File: config.mk
export PLATFORM = sky130hd
export DESIGN_NAME = jpeg_bit_reader
export DESIGN_NICKNAME = d
export VERILOG_FILES = /design/src/rtl/jpeg_pkg.sv /design/src/rtl/jpeg_bit_reader.sv
export SDC_FILE = /design/constraint.sdc
export NUM_CORES = 1
export LEC_CHECK = 0
export BUFFER_PORTS_ARGS = -buffer_cell sky130_fd_sc_hd__buf_2
export CORE_MARGIN = 2
export CORE_UTILIZATION = 25
export CTS_CLUSTER_DIAMETER = 80
export DETAILED_ROUTE_END_ITERATION = 16
export SLEW_MARGIN = 15
export SYNTH_ARGS = -nofsm -noshare
export SYNTH_HDL_FRONTEND = slang
export SYNTH_SLANG_ARGS = --single-unit
File: constraint.sdc
create_clock -name clk -period 11.35 [get_ports clk]
set_input_delay 2.27 -clock clk [delete_from_list [all_inputs] [get_ports clk]]
set_output_delay 2.27 -clock clk [all_outputs]
set_load 0.01 [all_outputs]
File: src/rtl/jpeg_pkg.sv
// Purpose: shared constants for the JPEG entropy front end (FSM encoding, marker bytes, default window).
// Latency: n/a (package only).
// Backpressure: n/a (package only).
package jpeg_pkg;

    // Default bit-window width presented to the Huffman decoder.
    localparam int JPEG_WIN = 32;

    // Byte-reader state encoding.
    localparam logic [1:0] S_DATA = 2'd0;  // normal entropy-coded data
    localparam logic [1:0] S_FF   = 2'd1;  // an FF byte has been popped and is held
    localparam logic [1:0] S_MARK = 2'd2;  // marker pending, loading stalled

    // Marker bytes (second byte after the FF prefix).
    localparam logic [7:0] MK_RST0   = 8'hD0;
    localparam logic [7:0] MK_RST1   = 8'hD1;
    localparam logic [7:0] MK_RST2   = 8'hD2;
    localparam logic [7:0] MK_RST3   = 8'hD3;
    localparam logic [7:0] MK_RST4   = 8'hD4;
    localparam logic [7:0] MK_RST5   = 8'hD5;
    localparam logic [7:0] MK_RST6   = 8'hD6;
    localparam logic [7:0] MK_RST7   = 8'hD7;
    localparam logic [7:0] MK_EOI    = 8'hD9;
    localparam logic [7:0] MK_STUFF  = 8'h00;
    localparam logic [7:0] MK_PREFIX = 8'hFF;

endpackage

File: src/rtl/jpeg_bit_reader.sv
// Purpose: pops bytes from a show-ahead FIFO, strips FF00 stuffing / FF fill, stalls on markers,
//          and presents an MSB-aligned bit window that the Huffman decoder consumes 1..MAXC bits at a time.
// Latency: a byte popped in cycle N is visible in peek/bits_avail in cycle N+1; err is registered (+1).
// Backpressure: pops only while the window has room for a whole byte and no marker is pending.
// Ports: fifo_dout/fifo_empty/fifo_rd - upstream show-ahead FIFO; peek/bits_avail - bit window;
//        consume/consume_len/align - window consumption; marker_valid/marker_code/marker_ack - marker
//        stall handshake; err - pulse when an illegal consume is ignored.
module jpeg_bit_reader
    import jpeg_pkg::*;
#(
    parameter int WIN  = JPEG_WIN,
    parameter int MAXC = 16
) (
    input  logic                     clk,
    input  logic                     rst,
    input  logic [7:0]               fifo_dout,
    input  logic                     fifo_empty,
    output logic                     fifo_rd,
    output logic [WIN-1:0]           peek,
    output logic [$clog2(WIN+1)-1:0] bits_avail,
    input  logic                     consume,
    input  logic [4:0]               consume_len,
    input  logic                     align,
    output logic                     marker_valid,
    output logic [7:0]               marker_code,
    input  logic                     marker_ack,
    output logic                     err
);

    localparam int AW = $clog2(WIN+1);
    localparam logic [AW-1:0] MAXC_W    = AW'(MAXC);
    localparam logic [AW-1:0] ROOM_LIM  = AW'(WIN-8);
    localparam logic [AW-1:0] BYTE_BITS = AW'(8);

    logic [1:0]     state_q, state_d;
    logic [WIN-1:0] win_q, win_d;
    logic [AW-1:0]  avail_q, avail_d;
    logic [7:0]     code_q, code_d;
    logic           err_q, err_d;

    logic [AW-1:0]  len_ext;
    logic           len_ok;
    logic [AW-1:0]  shamt;
    logic [WIN-1:0] win_sh;
    logic [AW-1:0]  avail_sh;
    logic           app;
    logic [7:0]     app_byte;

    // Pop only from registered state: room for a full byte (checked before this
    // cycle's consume) and not stalled behind a marker.
    assign fifo_rd = !fifo_empty && (state_q != S_MARK) && (avail_q <= ROOM_LIM);

    assign len_ext = AW'(consume_len);
    assign len_ok  = (consume_len != 5'd0) && (len_ext <= MAXC_W) && (len_ext <= avail_q);

    always_comb begin
        shamt    = '0;
        err_d    = 1'b0;
        app      = 1'b0;
        app_byte = fifo_dout;
        state_d  = state_q;
        code_d   = code_q;

        // Consume takes priority over align; align drops the partial byte.
        if (consume) begin
            if (len_ok) begin
                shamt = len_ext;
            end else begin
                err_d = 1'b1;
            end
        end else if (align) begin
            shamt = {{(AW-3){1'b0}}, avail_q[2:0]};
        end

        win_sh   = win_q << shamt;
        avail_sh = avail_q - shamt;

        if (fifo_rd) begin
            case (state_q)
                S_DATA: begin
                    if (fifo_dout == MK_PREFIX) begin
                        state_d = S_FF;
                    end else begin
                        app = 1'b1;
                    end
                end
                S_FF: begin
                    if (fifo_dout == MK_STUFF) begin
                        // Stuffed zero: the held FF is real data.
                        app      = 1'b1;
                        app_byte = MK_PREFIX;
                        state_d  = S_DATA;
                    end else if (fifo_dout != MK_PREFIX) begin
                        // FF FF is fill and keeps us in S_FF; anything else is a marker.
                        code_d  = fifo_dout;
                        state_d = S_MARK;
                    end
                end
                default: begin
                end
            endcase
        end

        if ((state_q == S_MARK) && marker_ack) begin
            state_d = S_DATA;
        end

        // Append lands directly under the bits that survive this cycle's consume.
        win_d   = win_sh;
        avail_d = avail_sh;
        if (app) begin
            win_d   = win_sh | ({app_byte, {(WIN-8){1'b0}}} >> avail_sh);
            avail_d = avail_sh + BYTE_BITS;
        end
    end

    always_ff @(posedge clk or posedge rst) begin
        if (rst) begin
            state_q <= S_DATA;
            win_q   <= '0;
            avail_q <= '0;
            code_q  <= '0;
            err_q   <= 1'b0;
        end else begin
            state_q <= state_d;
            win_q   <= win_d;
            avail_q <= avail_d;
            code_q  <= code_d;
            err_q   <= err_d;
        end
    end

    assign peek         = win_q;
    assign bits_avail   = avail_q;
    assign marker_valid = (state_q == S_MARK);
    assign marker_code  = code_q;
    assign err          = err_q;

endmodule

======== Yosys cells after proc, flatten, opt, wreduce, memory -nomap -nowiden ========
Index checks and enable logic that the tools add are counted.
word-level totals
  bits in registers ....................... 49
  memories ................................ 0
  bits in writable memories ............... 0
  bits in latches ......................... 0
  memory bits (read-only) ................. 0
  output and inout bits ................... 49
cells by class
  $mul .................................... 0
  magnitude comparators ................... 3
  reduce and logical (&&, ||, !) cells .... 13
  shift-type cells ........................ 2
  bitwise gates (word level) .............. 2
  mux-type cells .......................... 20
  div/mod/pow operators ................... 0
  equality and inequality tests ........... 7
  add/sub/neg operators ................... 2
operators with widths
  operator                                                                number
  32-bit 2-to-1 mux                                                       1
  32-bit OR                                                               1
  32-bit by 6-bit << shifter with 32-bit output                           1
  32-bit by 6-bit >> shifter with 32-bit output                           1
  8-bit 2-to-1 mux                                                        3
  6-bit 2-to-1 mux                                                        2
  2-bit 2-to-1 mux                                                        5
  8-bit == test (second input constant)                                   1
  8-bit zero test                                                         1
  8-bit inequality test (second input constant)                           1
  4-bit AND reduction                                                     2
  6-bit by 4-bit adder with 6-bit output (second input constant)          1
  5-bit by 6-bit <= comparator with 1-bit output                          1
  6-bit by 5-bit <= comparator with 1-bit output (second input constant)  1
  6-bit subtractor                                                        1
  5-bit <= comparator (second input constant)                             1
  1-bit logical AND                                                       5
  1-bit 2-to-1 mux                                                        5
  5-bit 2-to-1 mux                                                        1
  5-bit nonzero test                                                      1
  4-bit inequality test (second input constant)                           1
  2-bit case mux with 2 select lines                                      1
  3-bit 2-to-1 mux                                                        1
  3-bit inequality test (second input constant)                           1
  9 further kinds                                                         9

======== Longest topological paths before layout ========
Gate-level depths: netlist of run 1.
  depth in word-level cells ............... 9
  mapped depth ............................ 19
  mapped depth without buffers ............ 18

======== Worst setup path before layout of run 1 ========
OpenSTA, ideal clock, no wires.
  path type ............................... in2reg
  from .................................... input consume_len[4]
  to ...................................... register win_q[17], in the netlist peek[17]
  arrival time ............................ 5764 ps
  cell stages on the path ................. 18
  path slack .............................. 5515 ps
  cells stage by stage .................... ha_1 and3_4 and3_4 a311oi_4 o31a_4 inv_6 buf_2 ha_1 fa_1 xor2_1 inv_1 nand2_1 o22ai_1 a21oi_1 o22a_1 a21oi_1 o22a_1 nand4_1
on the way
  cells in the longest elaborated chain, start to end .. 9
  elaborated cells between the ends (all ways) .. 12
  those cells by class .................... add/sub: 1; order compare: 2; shift: 2; mux: 3; bitwise: 1; reduce/logical: 3
RTL lines
  element                                                           line                    source
  start: declaration                                                jpeg_bit_reader.sv:22   input logic [4:0] consume_len,
  5-bit <= comparator / 5-bit nonzero test (equally long branches)  jpeg_bit_reader.sv:54   assign len_ok = (consume_len != 5'd0) && (len_ext <= MAXC_W) && (len_ext <= avail_q);
  1-bit logical AND (2 in a row)                                    jpeg_bit_reader.sv:54
  5-bit 2-to-1 mux *                                                jpeg_bit_reader.sv:66   if (len_ok) begin
  6-bit 2-to-1 mux *                                                jpeg_bit_reader.sv:65   if (consume) begin
  6-bit subtractor                                                  jpeg_bit_reader.sv:76   avail_sh = avail_q - shamt;
  32-bit by 6-bit >> shifter with 32-bit output                     jpeg_bit_reader.sv:112  win_d = win_sh | ({app_byte, {(WIN-8){1'b0}}} >> avail_sh);
  32-bit OR                                                         jpeg_bit_reader.sv:112
  32-bit 2-to-1 mux *                                               jpeg_bit_reader.sv:111  if (app) begin
  via win_d[17]                                                     jpeg_bit_reader.sv:36   logic [WIN-1:0] win_q, win_d;
  end signal: assignment                                            jpeg_bit_reader.sv:126  win_q <= win_d;
  end: declaration                                                  jpeg_bit_reader.sv:36
Mark *: on every way through the listed nets, which the timed path passes. The rest lies on a longest branch.
A chain may end at the register's enable or synchronous reset.

======== Worst setup path after layout of run 1 ========
Ends and elaborated chain as after synthesis.

==> metrics.csv, run 1 <==
metric,value,unit
p_int,0.737,mW
cts_max_level,2,
insertion_delay,0.30,ns
yosysMostFrequentCell,nand2_1,
synth_fa_ha_area_frac,0.0349,
cts_hold_buf,0,
status,"complete, no violations",
p_per_area,331,mW/mm^2
core_area,0.0164,sq mm
synth_edf_count,0,
crit_family,compound AO/OA/AOI/OAI gates,
fin_crit,7.15,ns
cts_max_path_buffers,2,
p_comb_frac,0.709,
viasPerCell,5.53,
p_sw_frac,0.538,
post_cts_buffers,0,
dp_slack,3.97,ns
dieHeight,133,microns
start_kind,primary input,
leakage,2.17,nW
synth-xor-area-share,0.0189,
place.gp.congestion,0.931,
grt_pass1_wl,22300,microns
finalCritPeriodShare,0.630,
drt_wl_total,14100,microns
stdcell_area,0.00482,sq mm
relSlewSlack,0.261,
drive_above_1_share,0.208,
pwr-share-seq,0.194,
gr-total-overflow,0,
antenna_left,0,
grt_pass1_vias,3894,
cts_root_buf,clkbuf_16,
path_max_fanout,27,
final.setup_skew,0.0142,ns
max_freq,140,MHz
yosys-top-cells-count,"nand2_1 (64), mux2i_1 (50), dfrtp_1 (49), nor2_1 (36), a21oi_1 (22)",
drt_first_pass_iters,6,
cts.sinks,49,
dpl-instance-area,0.00466,sq mm
critPathRequiredTime,11.59,ns
peakVddDrop,0.111,mV
synth_compound_area_frac,0.255,
syn_avg_cell_area,8.60,sq um
ys.flop_type,dfrtp_1,
place_inst,746,
slew_viol_final,0,
syn_to_final_growth,15.7,%
yosysSeqAreaShare,0.295,
async_reset_ff_frac,1.00,
ys_types,71,
worst-setup-path-type,primary input to flop,
synth_simple_gate_area_share,0.174,
antenna_found_initial,0,
critPathSlowestCell,xor2_1,
synth_top_family_by_area,compound AO/OA/AOI/OAI gates,
min_path_cells,1,
cts_tree,yes,
fp-row-count,47,
syn_nets,514,
dpl.hpwl,10500,microns
finalSetupViolCount,0,
syn_area,0.00416,sq mm
port_buffers,67,
crit_path_cell_trace,"buf_2, ha_1, and3_4, and3_4, a311o_1, a21o_1, inv_2, ha_1, xor2_1, inv_1, nand2_1, o22ai_1, a21oi_1, o22a_1, a21oi_1, o22a_1, nand4_1",
cts_buffers,5,
die-area,0.0177,sq mm
worst_pin_slew,1.10,ns
setup_tns,0,ns
ys_seq_elements,49,
maxCapViolCount,0,
pwr-share-clk,0.098,
avgRoutedWirePerCell,18.7,microns
nNetsFinal,563,
power.switching,0.859,mW
die_x,133,microns
path_buf_inv,3,
layout.cells.non_filler,754,
yosysTopAreaCellShare,0.295,
worst-path-stages,17,
syn_inst,484,
drc,0,
diodes,0,
vias,4173,
drtIter0Drc,627,
hold_viol_final,0,
grt_max_degree,50,
setup_ws,4.20,ns
synthMuxAreaShare,0.175,
cp_data_arrival_time,7.40,ns
start_util,0.254,
worst-r2r-cell-count,17,
crit_path_end_kind,flop,
hp-class,flop to flop,
io_pins,68,
cts-resized-gates,0,
gr-usage-all-layers,0.157,
path_clk_slew,0.08,ns
rsz0062_at_grt,false,
synth_top_area_cell,dfrtp_1,
yosys-top-cells-area,"dfrtp_1 (29%), mux2i_1 (12%), nand2_1 (5.8%)",
synth_warnings,0,
critical_path.max_stage_delay,0.87,ns
## per-layer routing
layer | vias up | global-route usage | part of all wire | wire length (microns)
met5 | - | 0 | 0 | 0
met4 | 0 | 0.0448 | 0.022 | 306
met3 | 28 | 0.0303 | 0.076 | 1070
met2 | 192 | 0.239 | 0.45 | 6300
met1 | 2022 | 0.227 | 0.45 | 6400
li1 | 1931 | - | - | -
## cell families (layout without fill, tap and decap cells)
family                   after synthesis  after routing
AO/OA/AOI/OAI                        145            145
AND/OR/NAND/NOR                      156            156
adder cells (fa/ha/maj)               11             11
multiplexers                          70             70
buffers and inverters                 44             94
flip-flops                            49             49
XOR/XNOR                               9              9
## stage by stage
| step | hold slack (ns) | power, mW | utilization |
|---|---|---|---|
| 6_report | 0.507 | 1.60 | 0.294 |
| 5_1_grt | 0.522 | 1.70 | 0.294 |
| 4_1_cts | 0.512 | 1.57 | 0.293 |
| 3_5_place_dp | 0.489 | 1.41 | 0.284 |
| 3_3_place_gp | 0.485 | 1.42 | 0.284 |
| 2_1_floorplan | 0.543 | 1.08 | - |
## layout by cell type, fill, tap and decap left out, drive strengths merged, types with 3 or more instances in the layout
| cell | synthesis | routed |
|---|---|---|
| nand2 | 65 | 65 |
| clkbuf | 15 | 6 |
| ha | 10 | 10 |
| dfrtp | 49 | 49 |
| nor4 | 3 | 3 |
| nor2b | 4 | 4 |
| o221ai | 8 | 8 |
| xor2 | 4 | 4 |
| o2bb2ai | 3 | 3 |
| nand3 | 16 | 16 |
| a211oi | 3 | 3 |
| a21oi | 22 | 22 |
| nor3 | 6 | 6 |
| and3 | 9 | 9 |
| o22ai | 10 | 10 |
| o21a | 3 | 3 |
| nor2 | 37 | 37 |
| nand2b | 3 | 3 |
| buf | 11 | 68 |
| nand4 | 4 | 4 |
| a22oi | 18 | 18 |
| xnor2 | 5 | 5 |
| o21ai | 28 | 28 |
| a221o | 4 | 4 |
| mux2i | 50 | 50 |
| clkinv | 1 | 3 |
| mux2 | 20 | 20 |
| inv | 17 | 17 |
| a22o | 7 | 7 |
| o22a | 5 | 5 |
| o211ai | 6 | 6 |
## flip-flops by register name, indices dropped and copies added, names as in the netlist
register and flops:
bits_avail 6, err 1, marker_code 8, peek 32, state_q 2
## path summary, 6_finish.rpt
check	startpoint	endpoint	slack, ns
worst max-delay path	consume_len[4]	peek[17]$_DFF_PP0_	4.20
worst min register to register	marker_code[0]$_DFFE_PP0P_	marker_code[0]$_DFFE_PP0P_	0.51
worst min-delay path	marker_code[0]$_DFFE_PP0P_	marker_code[0]$_DFFE_PP0P_	0.51
worst max register to register	bits_avail[1]$_DFF_PP0_	peek[17]$_DFF_PP0_	5.76
min in group asynchronous	rst	peek[6]$_DFF_PP0_	2.12
max in group asynchronous	rst	peek[28]$_DFF_PP0_	8.69
## power groups by stage
stage	Combinational (mW)	Clock, mW	Sequential [mW]
after floorplan	0.762	0	0.322
after global placement	1.10	0	0.315
after detailed placement	1.09	0	0.314
after CTS	1.10	0.158	0.312
after global routing	1.22	0.166	0.320
final	1.13	0.156	0.309
## layout make-up
class,instances,area [sq um]
fill,1731,11600
multi-input combinational,391,2760
sequential,49,1230
timing repair buffer,68,343
tap,220,275
clock buffer,6,129
inverter,18,73.8
clock inverter,2,13.8
Note: power is estimated with default switching activity, not from simulation.
==> inputs of run 2 (changes only) <==
==> constraint.sdc (replaced) <==
create_clock -name clk -period 7.3 [get_ports clk]
set_input_delay 1.46 -clock clk [delete_from_list [all_inputs] [get_ports clk]]
set_output_delay 1.46 -clock clk [all_outputs]
set_load 0.01 [all_outputs]
==> run 2 against run 1 <==
Effect of this change: cell count is 0.66% higher; largest power group unchanged; register-to-register slack worse by 3.3 ns; routed wire length is 1.4% higher.
==> metrics.csv, run 2 (same netlist as run 1, synthesis figures left out) <==
metric,value,unit,change
port_buffers,67,,unchanged
drc,0,,unchanged
core_area,0.0164,sq mm,unchanged
worst-setup-path-type,primary input to flop,,
max_freq,177,MHz,
drtIter0Drc,545,,-13%
hp-class,flop to flop,,
syn_to_final_growth,16.8,%,
cts_max_level,2,,unchanged
io_pins,68,,unchanged
final_cell_mix,"buf_2 (67), nand2_1 (64), mux2i_1 (50), dfrtp_1 (49), nor2_1 (36)",,
vias,4218,,+1.1%
crit_path_end_kind,flop,,
worst_pin_slew,0.973,ns,-0.131 ns
finalSetupViolCount,0,,unchanged
peakVddDrop,0.157,mV,+41%
grt_max_degree,50,,unchanged
slew_viol_final,0,,unchanged
cts_root_buf,clkbuf_16,,
rsz0062_at_grt,false,,
place_inst,751,,+0.67%
gr-total-overflow,0,,unchanged
insertion_delay,0.31,ns,about the same
fp-row-count,47,,unchanged
status,"complete, no violations",,
p_per_area,516,mW/mm^2,+56%
die_x,133,microns,unchanged
gr-usage-all-layers,0.164,,+0.00716
cts_hold_buf,0,,unchanged
path_clk_slew,0.07,ns,about the same
nNetsFinal,568,,+0.89%
antenna_found_initial,0,,unchanged
start_util,0.254,,unchanged
mostFrequentLayoutCell,buf_2,,
cts-resized-gates,0,,unchanged
fillers,1749,,+1.0%
post_cts_buffers,0,,unchanged
antenna_left,0,,unchanged
r2r_slack,2.46,ns,-3.30 ns
layout.cells.non_filler,759,,+0.66%
final.setup_skew,0.00514,ns,-0.00909 ns
cts_max_path_buffers,2,,unchanged
viasPerCell,5.56,,+0.41%
critPathRequiredTime,7.46,ns,-4.13 ns
setup_tns,0,ns,unchanged
multi_input_comb_area,0.00276,sq mm,unchanged
cts_tree,yes,,
finalCritPeriodShare,0.773,,
die-area,0.0177,sq mm,unchanged
critical_path.max_stage_delay,0.44,ns,-0.43 ns
largest_register_ffs,32,,unchanged
place.gp.congestion,0.975,,+4.7%
cts_buffers,5,,unchanged
dpl.hpwl,10600,microns,+0.49%
drt_first_pass_iters,7,,+1
leakage,2.19,nW,+0.91%
cp_data_arrival_time,5.81,ns,-1.59 ns
drt_wl_total,14300,microns,+1.4%
regArea,0.00123,sq mm,unchanged
hold_viol_final,0,,unchanged
grt_pass1_wl,23200,microns,+4.0%
diodes,0,,unchanged
path_buf_inv,4,,+1
drive_above_1_share,0.217,,+0.00920
fin_crit,5.65,ns,
path_max_fanout,27,,unchanged
avgRoutedWirePerCell,18.8,microns,+0.72%
critPathSlowestCell,fa_1,,
cts.sinks,49,,unchanged
grt_pass1_vias,4097,,+5.2%
dieHeight,133,microns,unchanged
relSlewSlack,0.351,,+0.0900
start_kind,primary input,,
crit_family,compound AO/OA/AOI/OAI gates,,
maxCapViolCount,0,,unchanged
crit_path_cell_trace,"buf_2, ha_1, and3_4, and3_4, a311oi_4, o31a_4, inv_6, ha_1, fa_1, xor2_1, buf_4, inv_1, nand2_1, o22ai_1, a21oi_1, o22a_1, a21oi_1, o22a_1, nand4_1",,
==> run 2: path summary, 6_finish.rpt <==
| check | to | depth (start not counted) | startpoint |
|---|---|---|---|
| max in group asynchronous | peek[28]$_DFF_PP0_ | 2 | rst |
| min reg2reg | marker_code[6]$_DFFE_PP0P_ | 1 | marker_code[6]$_DFFE_PP0P_ |
| max | peek[17]$_DFF_PP0_ | 19 | consume_len[4] |
| min | marker_code[6]$_DFFE_PP0P_ | 1 | marker_code[6]$_DFFE_PP0P_ |
| min in group asynchronous | peek[4]$_DFF_PP0_ | 2 | rst |
| max reg2reg | peek[17]$_DFF_PP0_ | 19 | bits_avail[1]$_DFF_PP0_ |
==> run 2: per-layer routing <==
layer | vias up | global-route usage | wire length (microns)
met5 | - | 0 | 0
met1 | 2017 | 0.230 | 6290
met2 | 233 | 0.249 | 6370
met4 | 0 | 0.0544 | 308
met3 | 30 | 0.0383 | 1300
li1 | 1938 | - | -
==> run 2: final cells by class <==
| type | instances | share of cell area |
|---|---|---|
| Inverter | 18 | 0.0152 |
| Clock buffer | 5 | 0.0257 |
| Clock inverter | 3 | 0.00540 |
| Sequential cell | 49 | 0.252 |
| Timing Repair Buffer | 73 | 0.0782 |
| Multi-Input combinational cell | 391 | 0.567 |
| Tap cell | 220 | 0.0566 |
==> run 2: where the power goes <==
part / total [mW] / internal, mW / switching, mW
sequential: 0.484 / 0.376 / 0.108
clock: 0.254 / 0.130 / 0.124
combinational: 1.77 / 0.652 / 1.12
total: 2.51 / 1.16 / 1.35
==> run 2: per-stage QoR <==
stage | total power, mW | hold slack (ns) | worst slack, ns | util | area (sq um)
after floorplan | 1.69 | 0.543 | 2.28 | - | 4160
after global placement | 2.20 | 0.488 | 1.45 | 0.287 | 4700
after detailed placement | 2.20 | 0.489 | 1.42 | 0.287 | 4700
after CTS | 2.47 | 0.512 | 1.72 | 0.296 | 4850
after global routing | 2.69 | 0.529 | 1.41 | 0.296 | 4860
final | 2.51 | 0.508 | 1.65 | 0.296 | 4860
==> inputs of run 3 (changes only) <==
==> constraint.sdc (replaced) <==
create_clock -name clk -period 5.9 [get_ports clk]
set_input_delay 1.18 -clock clk [delete_from_list [all_inputs] [get_ports clk]]
set_output_delay 1.18 -clock clk [all_outputs]
set_load 0.01 [all_outputs]
==> run 3 against run 2 <==
Effect of this change: worst setup slack got worse by 1.0 ns; critical path depth fell by 5; via count rose by 1.9%; highest routed layer unchanged; routed wire length fell by 0.41%; register-to-register slack got worse by 1.3 ns; cell area rose by 0.75%.
==> metrics.csv, run 3 (same netlist as run 1, synthesis figures left out) <==
metric,value,unit,change
status,"complete, no violations",,
viasPerCell,5.61,,+0.97%
crit_path_end_kind,flop,,
drt_wl_total,14200,microns,-0.41%
place.gp.congestion,0.952,,-2.4%
antenna_left,0,,unchanged
io_pins,68,,unchanged
largest_register_ffs,32,,unchanged
cts_hold_buf,0,,unchanged
avgRoutedWirePerCell,18.6,microns,-1.3%
critPathRequiredTime,6.05,ns,-1.41 ns
cts_max_path_buffers,2,,unchanged
place_inst,758,,+0.93%
regArea,0.00123,sq mm,unchanged
final.setup_skew,0.00835,ns,+0.00321 ns
gr-usage-all-layers,0.160,,-0.00486
antenna_found_initial,0,,unchanged
cts-resized-gates,0,,unchanged
stdcell_area,0.00490,sq mm,+0.75%
die-area,0.0177,sq mm,unchanged
setup_ws,0.622,ns,-1.03 ns
cts_buffers,5,,unchanged
dieHeight,133,microns,unchanged
drive_above_1_share,0.223,,+0.00637
vias,4298,,+1.9%
slew_viol_final,0,,unchanged
power.switching,1.67,mW,+24%
maxCapViolCount,0,,unchanged
cp_data_arrival_time,5.43,ns,-0.38 ns
p_int,1.48,mW,+28%
p_per_area,642,mW/mm^2,+24%
start_kind,primary input,,
r2r_slack,1.17,ns,-1.29 ns
pwr-share-seq,0.191,,-0.002
hold_viol_final,0,,unchanged
port_buffers,67,,unchanged
path_clk_slew,0.08,ns,about the same
dpl.hpwl,10700,microns,+1.6%
worst-setup-path-type,primary input to flop,,
drt_first_pass_iters,5,,-2
diodes,0,,unchanged
cts.sinks,49,,unchanged
multi_input_comb_area,0.00275,sq mm,-0.27%
syn_to_final_growth,17.7,%,
post_cts_buffers,0,,unchanged
core_area,0.0164,sq mm,unchanged
finalSetupViolCount,0,,unchanged
dpl-instance-area,0.00475,sq mm,+1.1%
fillers,1767,,+1.0%
cts_max_level,2,,unchanged
drtIter0Drc,548,,+0.55%
fin_crit,5.28,ns,
hp-class,flop to flop,,
grt_max_degree,50,,unchanged
cts_tree,yes,,
relSlewSlack,0.414,,+0.0624
drc,0,,unchanged
dp_slack,0.387,ns,-1.03 ns
path_max_fanout,27,,unchanged
worst_pin_slew,0.879,ns,-0.0936 ns
fp-row-count,47,,unchanged
whs,0.510,ns,+0.00164 ns
peakVddDrop,0.239,mV,+53%
insertion_delay,0.30,ns,about the same
rsz0062_at_grt,false,,
max_freq,189,MHz,
final_cell_mix,"buf_2 (67), nand2_1 (64), mux2i_1 (50), dfrtp_1 (49), nor2_1 (36)",,
mostFrequentLayoutCell,buf_2,,
cts_root_buf,clkbuf_16,,
pwr-share-clk,0.095,,-0.006
finalCritPeriodShare,0.895,,
setup_tns,0,ns,unchanged
leakage,2.23,nW,+1.5%
start_util,0.254,,unchanged
nNetsFinal,575,,+1.2%
p_comb_frac,0.713,,+0.007
gr-total-overflow,0,,unchanged
grt_pass1_wl,22600,microns,-2.4%
layout.cells.non_filler,766,,+0.92%
die_x,133,microns,unchanged
grt_pass1_vias,4144,,+1.1%
p_sw_frac,0.530,,-0.00812
==> run 3: worst paths after layout <==
kind                                             from                         end  cells after the start
max                                    consume_len[4]          peek[19]$_DFF_PP0_                     14
min                        marker_code[0]$_DFFE_PP0P_  marker_code[0]$_DFFE_PP0P_                      1
max reg2reg                   bits_avail[4]$_DFF_PP0_          peek[19]$_DFF_PP0_                     14
min reg2reg                marker_code[0]$_DFFE_PP0P_  marker_code[0]$_DFFE_PP0P_                      1
max in group asynchronous                         rst  marker_code[2]$_DFFE_PP0P_                      2
min in group asynchronous                         rst           peek[4]$_DFF_PP0_                      2
==> run 3: per-layer routing <==
metal	wire length (microns)	vias to the layer above	part of all wire	GRT usage
li1	-	1956	-	-
met1	6340	2071	0.45	0.221
met3	1160	38	0.082	0.0264
met4	460	0	0.032	0.0591
met2	6250	233	0.44	0.250
met5	0	-	0	0
==> run 3: power by group through the flow <==
stage / logic (mW) / clock network (mW) / registers, mW
after global routing: 2.43 / 0.315 / 0.622
after global placement: 2.18 / 0 / 0.609
after CTS: 2.19 / 0.303 / 0.604
after detailed placement: 2.18 / 0 / 0.609
final: 2.24 / 0.300 / 0.601
after floorplan: 1.47 / 0 / 0.619
==> run 3: final cells by class <==
class	instances	area share
inverter	18	0.0151
multi-input combinational	391	0.561
sequential	49	0.250
clock inverter	2	0.00281
tap	220	0.0562
clock buffer	6	0.0263
timing repair buffer	80	0.0884
==> run 3: worst max-delay path, stage by stage <==
cell and delay (ns):
buf_2 0.15, ha_1 0.32, and3_4 0.20, and3_4 0.19, a311oi_4 0.35, o31a_4 0.40, inv_6 0.18, ha_1 0.26
fa_1 0.89, o311ai_0 0.31, a22oi_1 0.36, nor2_1 0.07, a21oi_1 0.34, o221ai_1 0.22
==> run 3: through the flow <==
stage | total power, mW | util
finish | 3.15 | 0.299
global route | 3.36 | 0.299
CTS | 3.10 | 0.298
detailed placement | 2.79 | 0.290
global placement | 2.79 | 0.290
floorplan | 2.09 | -
